`src/rtl/step_ctrl.sv`:
```
// -----------------------------------------------------------------------------
// step_ctrl -- run/step/count execution controller for a simple CPU core.
//
// Sequences a CPU through a run: captures a start PC, pulses load_pc for one
// cycle, then gates the CPU clock-enable one instruction (CYC_PER_INSTR
// cycles) at a time. Stops at an instruction boundary on halt, on an optional
// breakpoint, on reaching an instruction budget (COUNT mode), or pauses after
// every instruction (STEP mode) until step_req releases the next one.
//
// Optional feature macro: STEP_CTRL_BREAKPOINT_EN (adds bp_addr, bp_valid,
// bp_hit and the boundary PC compare).
//
// Ports:
//   clk          in   rising-edge clock
//   rst_n        in   asynchronous active-low reset
//   start        in   begin a run (sampled in IDLE/DONE only)
//   mode         in   0=RUN 1=STEP 2=COUNT 3=RUN, sampled at boundaries
//   start_pc     in   PC captured into pc_init at start
//   step_req     in   release one instruction while paused
//   halt_req     in   stop at the next instruction boundary
//   instr_limit  in   instruction budget in COUNT mode
//   cpu_pc       in   current CPU PC (breakpoint compare)
//   bp_addr      in   breakpoint address           (macro only)
//   bp_valid     in   breakpoint enable            (macro only)
//   bp_hit       out  one-cycle breakpoint pulse   (macro only)
//   load_pc      out  one-cycle pulse: CPU loads pc_init
//   pc_init      out  captured start PC
//   cpu_en       out  CPU clock-enable, high only while executing
//   instr_done   out  high on the last cycle of each instruction
//   instr_count  out  saturating count of completed instructions
//   busy         out  high while loading, executing or paused
//   done         out  high once a run has finished
//   dbg_state    out  current FSM state encoding
//
// Handshake note: start, step_req and halt_req are plain levels; each is
// acted on at the rising edge where the FSM is in a state that honours it,
// and ignored in every other state. There is no acknowledge.
// -----------------------------------------------------------------------------
module step_ctrl #(
    parameter int PC_W          = 11,
    parameter int CYC_PER_INSTR = 9,
    parameter int CNT_W         = 16
) (
    input  logic             clk,
    input  logic             rst_n,
    input  logic             start,
    input  logic [1:0]       mode,
    input  logic [PC_W-1:0]  start_pc,
    input  logic             step_req,
    input  logic             halt_req,
    input  logic [CNT_W-1:0] instr_limit,
    input  logic [PC_W-1:0]  cpu_pc,
`ifdef STEP_CTRL_BREAKPOINT_EN
    input  logic [PC_W-1:0]  bp_addr,
    input  logic             bp_valid,
    output logic             bp_hit,
`endif
    output logic             load_pc,
    output logic [PC_W-1:0]  pc_init,
    output logic             cpu_en,
    output logic             instr_done,
    output logic [CNT_W-1:0] instr_count,
    output logic             busy,
    output logic             done,
    output logic [2:0]       dbg_state
);

    typedef enum logic [2:0] {
        S_IDLE  = 3'd0,
        S_LOAD  = 3'd1,
        S_EXEC  = 3'd2,
        S_PAUSE = 3'd3,
        S_DONE  = 3'd4
    } state_t;

    localparam logic [1:0] MODE_STEP  = 2'd1;
    localparam logic [1:0] MODE_COUNT = 2'd2;
    localparam logic [7:0] PH_LAST    = 8'(CYC_PER_INSTR - 1);

    state_t           state_q, state_d;
    logic [7:0]       phase_q, phase_d;
    logic [CNT_W-1:0] count_q, count_d;
    logic [PC_W-1:0]  pc_init_q, pc_init_d;
    logic             load_pc_q, cpu_en_q, instr_done_q, busy_q, done_q;
    logic             bp_hit_q, bp_hit_d;

    logic             boundary;
    logic [CNT_W-1:0] count_inc;
    logic             bp_match;

    assign boundary  = (state_q == S_EXEC) && (phase_q == PH_LAST);
    // Saturating increment: the counter sticks at all-ones.
    assign count_inc = (count_q == '1) ? count_q : count_q + CNT_W'(1);

`ifdef STEP_CTRL_BREAKPOINT_EN
    assign bp_match = bp_valid && (cpu_pc == bp_addr);
    assign bp_hit   = bp_hit_q;
`else
    logic unused_cpu_pc;
    assign unused_cpu_pc = ^cpu_pc;
    assign bp_match      = 1'b0;
`endif

    always_comb begin
        state_d   = state_q;
        phase_d   = phase_q;
        count_d   = count_q;
        pc_init_d = pc_init_q;
        bp_hit_d  = 1'b0;
        case (state_q)
            S_IDLE, S_DONE: begin
                if (start) begin
                    state_d   = S_LOAD;
                    pc_init_d = start_pc;
                    count_d   = '0;
                    phase_d   = '0;
                end
            end
            S_LOAD: begin
                phase_d = '0;
                // A zero budget in COUNT mode finishes without executing.
                if (mode == MODE_COUNT && instr_limit == '0) begin
                    state_d = S_DONE;
                end else begin
                    state_d = S_EXEC;
                end
            end
            S_EXEC: begin
                if (boundary) begin
                    phase_d = '0;
                    count_d = count_inc;
                    if (halt_req) begin
                        state_d = S_DONE;
                    end else if (bp_match) begin
                        state_d  = S_DONE;
                        bp_hit_d = 1'b1;
                    end else if (mode == MODE_COUNT && count_inc == instr_limit) begin
                        state_d = S_DONE;
                    end else if (mode == MODE_STEP) begin
                        state_d = S_PAUSE;
                    end else begin
                        state_d = S_EXEC;
                    end
                end else begin
                    phase_d = phase_q + 8'd1;
                end
            end
            S_PAUSE: begin
                if (halt_req) begin
                    state_d = S_DONE;
                end else if (step_req) begin
                    state_d = S_EXEC;
                    phase_d = '0;
                end
            end
            default: begin
                state_d = S_IDLE;
                phase_d = '0;
            end
        endcase
    end

    // Outputs are registered from the next-state values so they line up
    // exactly with the state they describe.
    always_ff @(posedge clk or negedge rst_n) begin
        if (!rst_n) begin
            state_q      <= S_IDLE;
            phase_q      <= '0;
            count_q      <= '0;
            pc_init_q    <= '0;
            load_pc_q    <= 1'b0;
            cpu_en_q     <= 1'b0;
            instr_done_q <= 1'b0;
            busy_q       <= 1'b0;
            done_q       <= 1'b0;
            bp_hit_q     <= 1'b0;
        end else begin
            state_q      <= state_d;
            phase_q      <= phase_d;
            count_q      <= count_d;
            pc_init_q    <= pc_init_d;
            load_pc_q    <= (state_d == S_LOAD);
            cpu_en_q     <= (state_d == S_EXEC);
            instr_done_q <= (state_d == S_EXEC) && (phase_d == PH_LAST);
            busy_q       <= (state_d == S_LOAD) || (state_d == S_EXEC) ||
                            (state_d == S_PAUSE);
            done_q       <= (state_d == S_DONE);
            bp_hit_q     <= bp_hit_d;
        end
    end

    assign load_pc     = load_pc_q;
    assign pc_init     = pc_init_q;
    assign cpu_en      = cpu_en_q;
    assign instr_done  = instr_done_q;
    assign instr_count = count_q;
    assign busy        = busy_q;
    assign done        = done_q;
    assign dbg_state   = state_q;

`ifndef STEP_CTRL_BREAKPOINT_EN
    logic unused_bp_hit;
    assign unused_bp_hit = bp_hit_q | bp_hit_d;
`endif

endmodule

```
`config.mk`:
```
export PLATFORM = sky130hd
export DESIGN_NAME = step_ctrl
export DESIGN_NICKNAME = d
export VERILOG_FILES = /design/src/rtl/step_ctrl.sv
export SDC_FILE = /design/constraint.sdc
export NUM_CORES = 1
export LEC_CHECK = 0
export ABC_AREA = 1
export CORE_MARGIN = 8
export CORE_UTILIZATION = 33
export CTS_BUF_LIST = sky130_fd_sc_hd__clkbuf_16
export DETAILED_ROUTE_END_ITERATION = 8
export GPL_TIMING_DRIVEN = 0
export SETUP_SLACK_MARGIN = 0.15
export SLEW_MARGIN = 20
export SYNTH_ARGS = -nofsm -noshare
export SYNTH_HDL_FRONTEND = slang
export SYNTH_SLANG_ARGS = --single-unit
```
`constraint.sdc`:
```
create_clock -name clk -period 2.1 [get_ports clk]
set_clock_uncertainty 0.05 [all_clocks]
set_input_delay 0.21 -clock clk [delete_from_list [all_inputs] [get_ports clk]]
set_output_delay 0.21 -clock clk [all_outputs]
set_load 0.01 [all_outputs]
```
Yosys cells after proc, flatten, opt, wreduce, memory -nomap -nowiden:

Index checks and enable logic that the tools add are counted.

* register bits: 43
* memories: 0
* memory bits (writable): 0
* bits in latches: 0
* bits of input ports: 45
* memory bits (read-only): 0
* logic and storage cells: 57

* muxes and demuxes: 18
* divide/modulo/power cells: 0
* add/subtract/negate cells: 2
* magnitude comparators: 0
* bitwise logic cells: 0
* shift-type cells: 0
* equal/unequal tests: 16
* reductions and logical operators: 12
* multipliers: 0

Operator list (count)
* 16-bit 2-to-1 mux: 3
* 8-bit 2-to-1 mux: 4
* 16-bit one-hot mux with 2 select lines: 1
* 8-bit one-hot mux with 3 select lines: 1
* 3-bit 2-to-1 mux: 7
* 16-bit by 1-bit adder with 16-bit output (second input constant): 1
* 16-bit == test: 1
* 16-bit == test (second input constant): 1
* 8-bit by 4-bit == test with 1-bit output (second input constant): 2
* 16-bit logical NOT: 1
* 3-bit by 2-bit == test with 1-bit output (second input constant): 4
* 3-bit one-hot mux with 4 select lines: 1
* 8-bit by 1-bit adder with 8-bit output (second input constant): 1
* 3-bit by 1-bit == test with 1-bit output (second input constant): 2
* 3-bit == test (second input constant): 2
* 1-bit logical AND: 4
* 2-bit != test (second input constant): 2
* 3-bit logical NOT: 1
* 3-bit AND reduction: 1
* 2-bit by 1-bit == test with 1-bit output (second input constant): 1
* 2-bit == test (second input constant): 1
* 1-bit logical OR: 2
* 2-bit AND reduction: 1
* 2-bit nonzero test: 1
* other kinds (2): 2

Longest topological paths before layout:

* depth after elaboration: 11
* gate-level depth with buffers: 20
* mapped depth without buffers: 20

Worst setup path before layout:

No wires, ideal clock.

* path type: register to register
* start: register count_q[0] (netlist: instr_count[0])
* end: register instr_done_q (netlist: instr_done)
* period minus slack after synthesis: 2191 ps
* arrival: 2027 ps
* slack: -91 ps
* stages on the path, launching flop included: 21
* library setup time: 114 ps
* path buffers: 1
* cell sequence: dfrtp_1 -> ha_1 -> nand3_2 -> inv_2 -> nand2_4 -> clkinv_4 -> nand2_4 -> buf_6 -> nand2_1 -> nand2_1 -> nand2_1 -> nor2_1 -> nand2_1 -> nor2_1 -> nand3_1 -> nand2_1 -> nand2_2 -> nand2_2 -> nand2_2 -> nand2_2 -> nor2_1

* longest elaborated chain between the ends: 10
* elaborated cells between the ends (all ways): 11

RTL lines
* start, declared: RTL line 82 `logic [CNT_W-1:0] count_q, count_d;`
* start signal, assigned: RTL line 180 `count_q <= count_d;`
* 16-bit by 1-bit adder with 16-bit output / 16-bit == test (equally long branches): RTL line 93 `assign count_inc = (count_q == '1) ? count_q : count_q + CNT_W'(1);`
* 16-bit 2-to-1 mux *: RTL line 93
* 16-bit == test *: RTL line 137 `end else if (mode == MODE_COUNT && count_inc == instr_limit) begin`
* 1-bit logical AND *: RTL line 137
* 3-bit 2-to-1 mux *: RTL line 137
* 3-bit 2-to-1 mux *: RTL line 132 `if (halt_req) begin`
* 3-bit 2-to-1 mux *: RTL line 129 `if (boundary) begin`
* 3-bit one-hot mux with 4 select lines *: RTL line 110 `case (state_q)`
* via state_d[1]: RTL line 80 `state_t state_q, state_d;`
* 3-bit by 2-bit == test with 1-bit output *: RTL line 184 `instr_done_q <= (state_d == S_EXEC) && (phase_d == PH_LAST);`
* 1-bit logical AND *: RTL line 184
* end signal, assigned: RTL line 184
* end, declared: RTL line 84 `logic load_pc_q, cpu_en_q, instr_done_q, busy_q, done_q;`

The timed path passes the listed nets; every way through them passes the cells marked *.
A chain may end at the register's enable or synchronous reset.

Worst setup path after layout:

* start: register count_q[1] (netlist: instr_count[1])
* end: register instr_done_q (netlist: instr_done)

The elaborated chain is that of the path after synthesis.

==> qor.txt <==
Outcome - finished, violations left
Failing checks - setup timing
Initial antenna violation count - 0
Area of the multi-input gates - 1550 sq um
Final setup viols - 6
First-pass GRT wire length - 14150 microns
DR iter-0 viols - 87
GRT Residual Overflow - 0
DPL Wire Length - 6344 microns
Clock transition at the registers of the reported paths - 70 ps
Share of cells above drive strength 1 - 0.1853
Most area-consuming cells after synthesis - dfrtp_1 (39%), nand2_1 (19%), inv_1 (7.5%)
Die height - 107.2 microns
Worst-path fanout max - 5
Fin worst setup slack - -179.0 ps
Launch point of the worst reg-to-reg path - instr_count[1]$_DFFE_PN0P_
Min-Delay Path Class - in -> async
Fillers - 803
Number of synthesized register bits - 43
CTS tree - done
Seq/Total Area, Yosys - 0.3916
RSZ-0062 raised after global routing - yes
Cell Area, Synth - 2748 sq um
Post-synth top area share - 0.3916
Worst setup SP type - flip-flop
Count of pins over their slew limit - 0
Mapped Nets - 448
Total CTS buffers - 5
Largest net degree at the start of global routing - 28
Drt drc - 0
Fin. Hold Viols - 0
Crit. Startpoint - instr_count[1]$_DFFE_PN0P_
Setup Slack @ Placement - -332.8 ps
CTS HTree Levels - 2
Synth Instances - 400
Synth warn - 0
Clock tree buffer depth - 2
Cell type with the largest total area after synthesis - dfrtp_1
Clk root buf - clkbuf_16
Worst Setup End Kind - flip-flop
Commonest non-fill, non-tap cell in the layout - nand2_1
Fin crit period - 2279 ps
Core area - 8134 sq um
Vias - 2906
Port Buffers - 68
Power density cells - 765.9 nW/um^2
Area grow syn2layout - 50.64%
Initial Util - 0.3378
Die area - 11500 sq um
Syn avg cell area - 6.869 sq um
Max Freq - 0.4388 GHz
CP Data Required Time - 2240 ps
R2R Setup Slk - -180 ps
Gr usage total - 0.1544
Max Cap Viol - 0
Drt pass-1 iters - 4
Final wirelength - 8908 microns
ANT nets after route - 0
Routed len/inst - 14.68 microns
Leakage - 1.941 nW
Path type of the worst setup path - reg -> reg
CP Data Arrival Time - 2420 ps
Count of cell types in the netlist - 31
Gpl congestion - 0.8308
CP dominant cell by count - nand2_1
Slew margin rel. - 0.6871
Commonest non-fill, non-tap cells in the layout - nand2_1 (133), clkdlybuf4s50_1 (67), inv_1 (54)
Num Clock Sinks - 43
FF+latch area - 1084 sq um
Max incr delay on CP - 390 ps
Total power - 0.003170 W
Antenna diodes - 0
IO Count - 80
Finished Core Util - 0.5088
Vias per cell - 4.787
Critical path's slowest cell - dfrtp_2
Least-Margin Pin Slew - 469.4 ps
Vias in the first global route - 2971
Peak VDD IR - 0.0006376 V
Worst-skew pair later-pin latency - 290 ps
Final Cycle Share - 1.085
Fin Hold WS - 352.3 ps
CP Cell Sequence - ha_4, nand3_4, inv_2, nand2_4, buf_4, o21ai_1, nand2_1, nand2_1, nand2_1, nor2_1, nand2_1, nor2_2, nand3_1, nand2_1, nand2_2, nand2_2, nand2_2, nand2_2, nor2_1
Row cnt - 33
Nets - 549
Reg2Reg Depth - 19
Die width - 107.2 microns
-- power breakdown --
group	internal (W)	leakage [nW]	switching [W]	total, W
Clock	0.000566	0.0804	0.000360	0.000926
Sequential	0.000996	0.563	0.000110	0.00111
Combinational	0.000523	1.30	0.000616	0.00114
Total	0.00208	1.94	0.00109	0.00317
-- cell families after synthesis --
logic type	count (synthesis)	synth area share
and+or+nand+nor	246	0.4048
buffers and inverters	65	0.09380
DFF	43	0.3916
AOI/OAI and AO/OA	37	0.07696
xor gates and xnor gates	6	0.01913
adders and majority gates	3	0.01366
-- sequential cells by signal, summed over array words and instances, names as in the netlist --
signal       cells
instr_count     16
pc_init         11
phase_q          8
dbg_state        3
busy             1
cpu_en           1
done             1
instr_done       1
load_pc          1
-- final cells by class --
cell class / instances / area share
Sequential cell: 43 / 0.2618
Buffer: 6 / 0.009674
Timing Repair Buffer: 93 / 0.2231
Clock buffer: 5 / 0.03023
Multi-Input combinational cell: 293 / 0.3745
Tap cell: 105 / 0.03174
Clock inverter: 3 / 0.01119
Inverter: 59 / 0.05774
-- worst paths after layout --
kind	to
max reg2reg	instr_done$_DFF_PN0_
max	instr_done$_DFF_PN0_
min	instr_count[12]$_DFFE_PN0P_
max in group asynchronous	instr_count[4]$_DFFE_PN0P_
min in group clk	pc_init[4]$_DFFE_PN0P_
min reg2reg	pc_init[0]$_DFFE_PN0P_
-- stage by stage --
| stage | cell area [sq um] | std cells | TNS, ps |
|---|---|---|---|
| final | 4139 | 607 | -750.2 |
| after global routing | 4139 | 607 | -1731 |
| after floorplan | 2773 | 400 | 0 |
| after CTS | 4019 | 603 | -558.7 |
| after global placement | 3585 | 573 | -28590 |
| after detailed placement | 3600 | 574 | -3521 |
-- timing repair --
action	CTS	global route
gates resized for setup	17	28
pin swaps	8	16
setup buffers	18	4
endpoints found under the setup margin	21	40
endpoints found under the hold margin	16	0
hold buffers	1	0
gates cloned	2	0
-- Yosys cell counts, drive strengths merged --
library cell  count
nand2           150
inv              57
nor2             47
dfrtp            43
nand3            29
o21ai            21
nand4             8
o22ai             7
nand3b            6
nor4              6
xor2              5
a21oi             4
clkbuf            4
ha                3
buf               2
clkinv            2
o211ai            2
a311oi            1
o21bai            1
o31ai             1
xnor2             1
-- per-layer routing --
layer  vias to the layer above  share of wire  wire (microns)  GRT usage
li1                       1469              -               -          -
met1                      1338           0.44            3879     0.1787
met2                        86           0.48            4237     0.2577
met3                        13          0.072             641    0.05639
met4                         0          0.017             149    0.05025
met5                         -              0               0          0
-- worst max-delay path: cells and delay by family (launching register included) --
family                   cells  cell delay [ps]
AO/OA/AOI/OAI                1              170
flip-flops                   1              390
AND/OR/NAND/NOR             15             1180
buffers and inverters        2              240
adder cells (fa/ha/maj)      1              160
(Power assumes the default switching activity.)
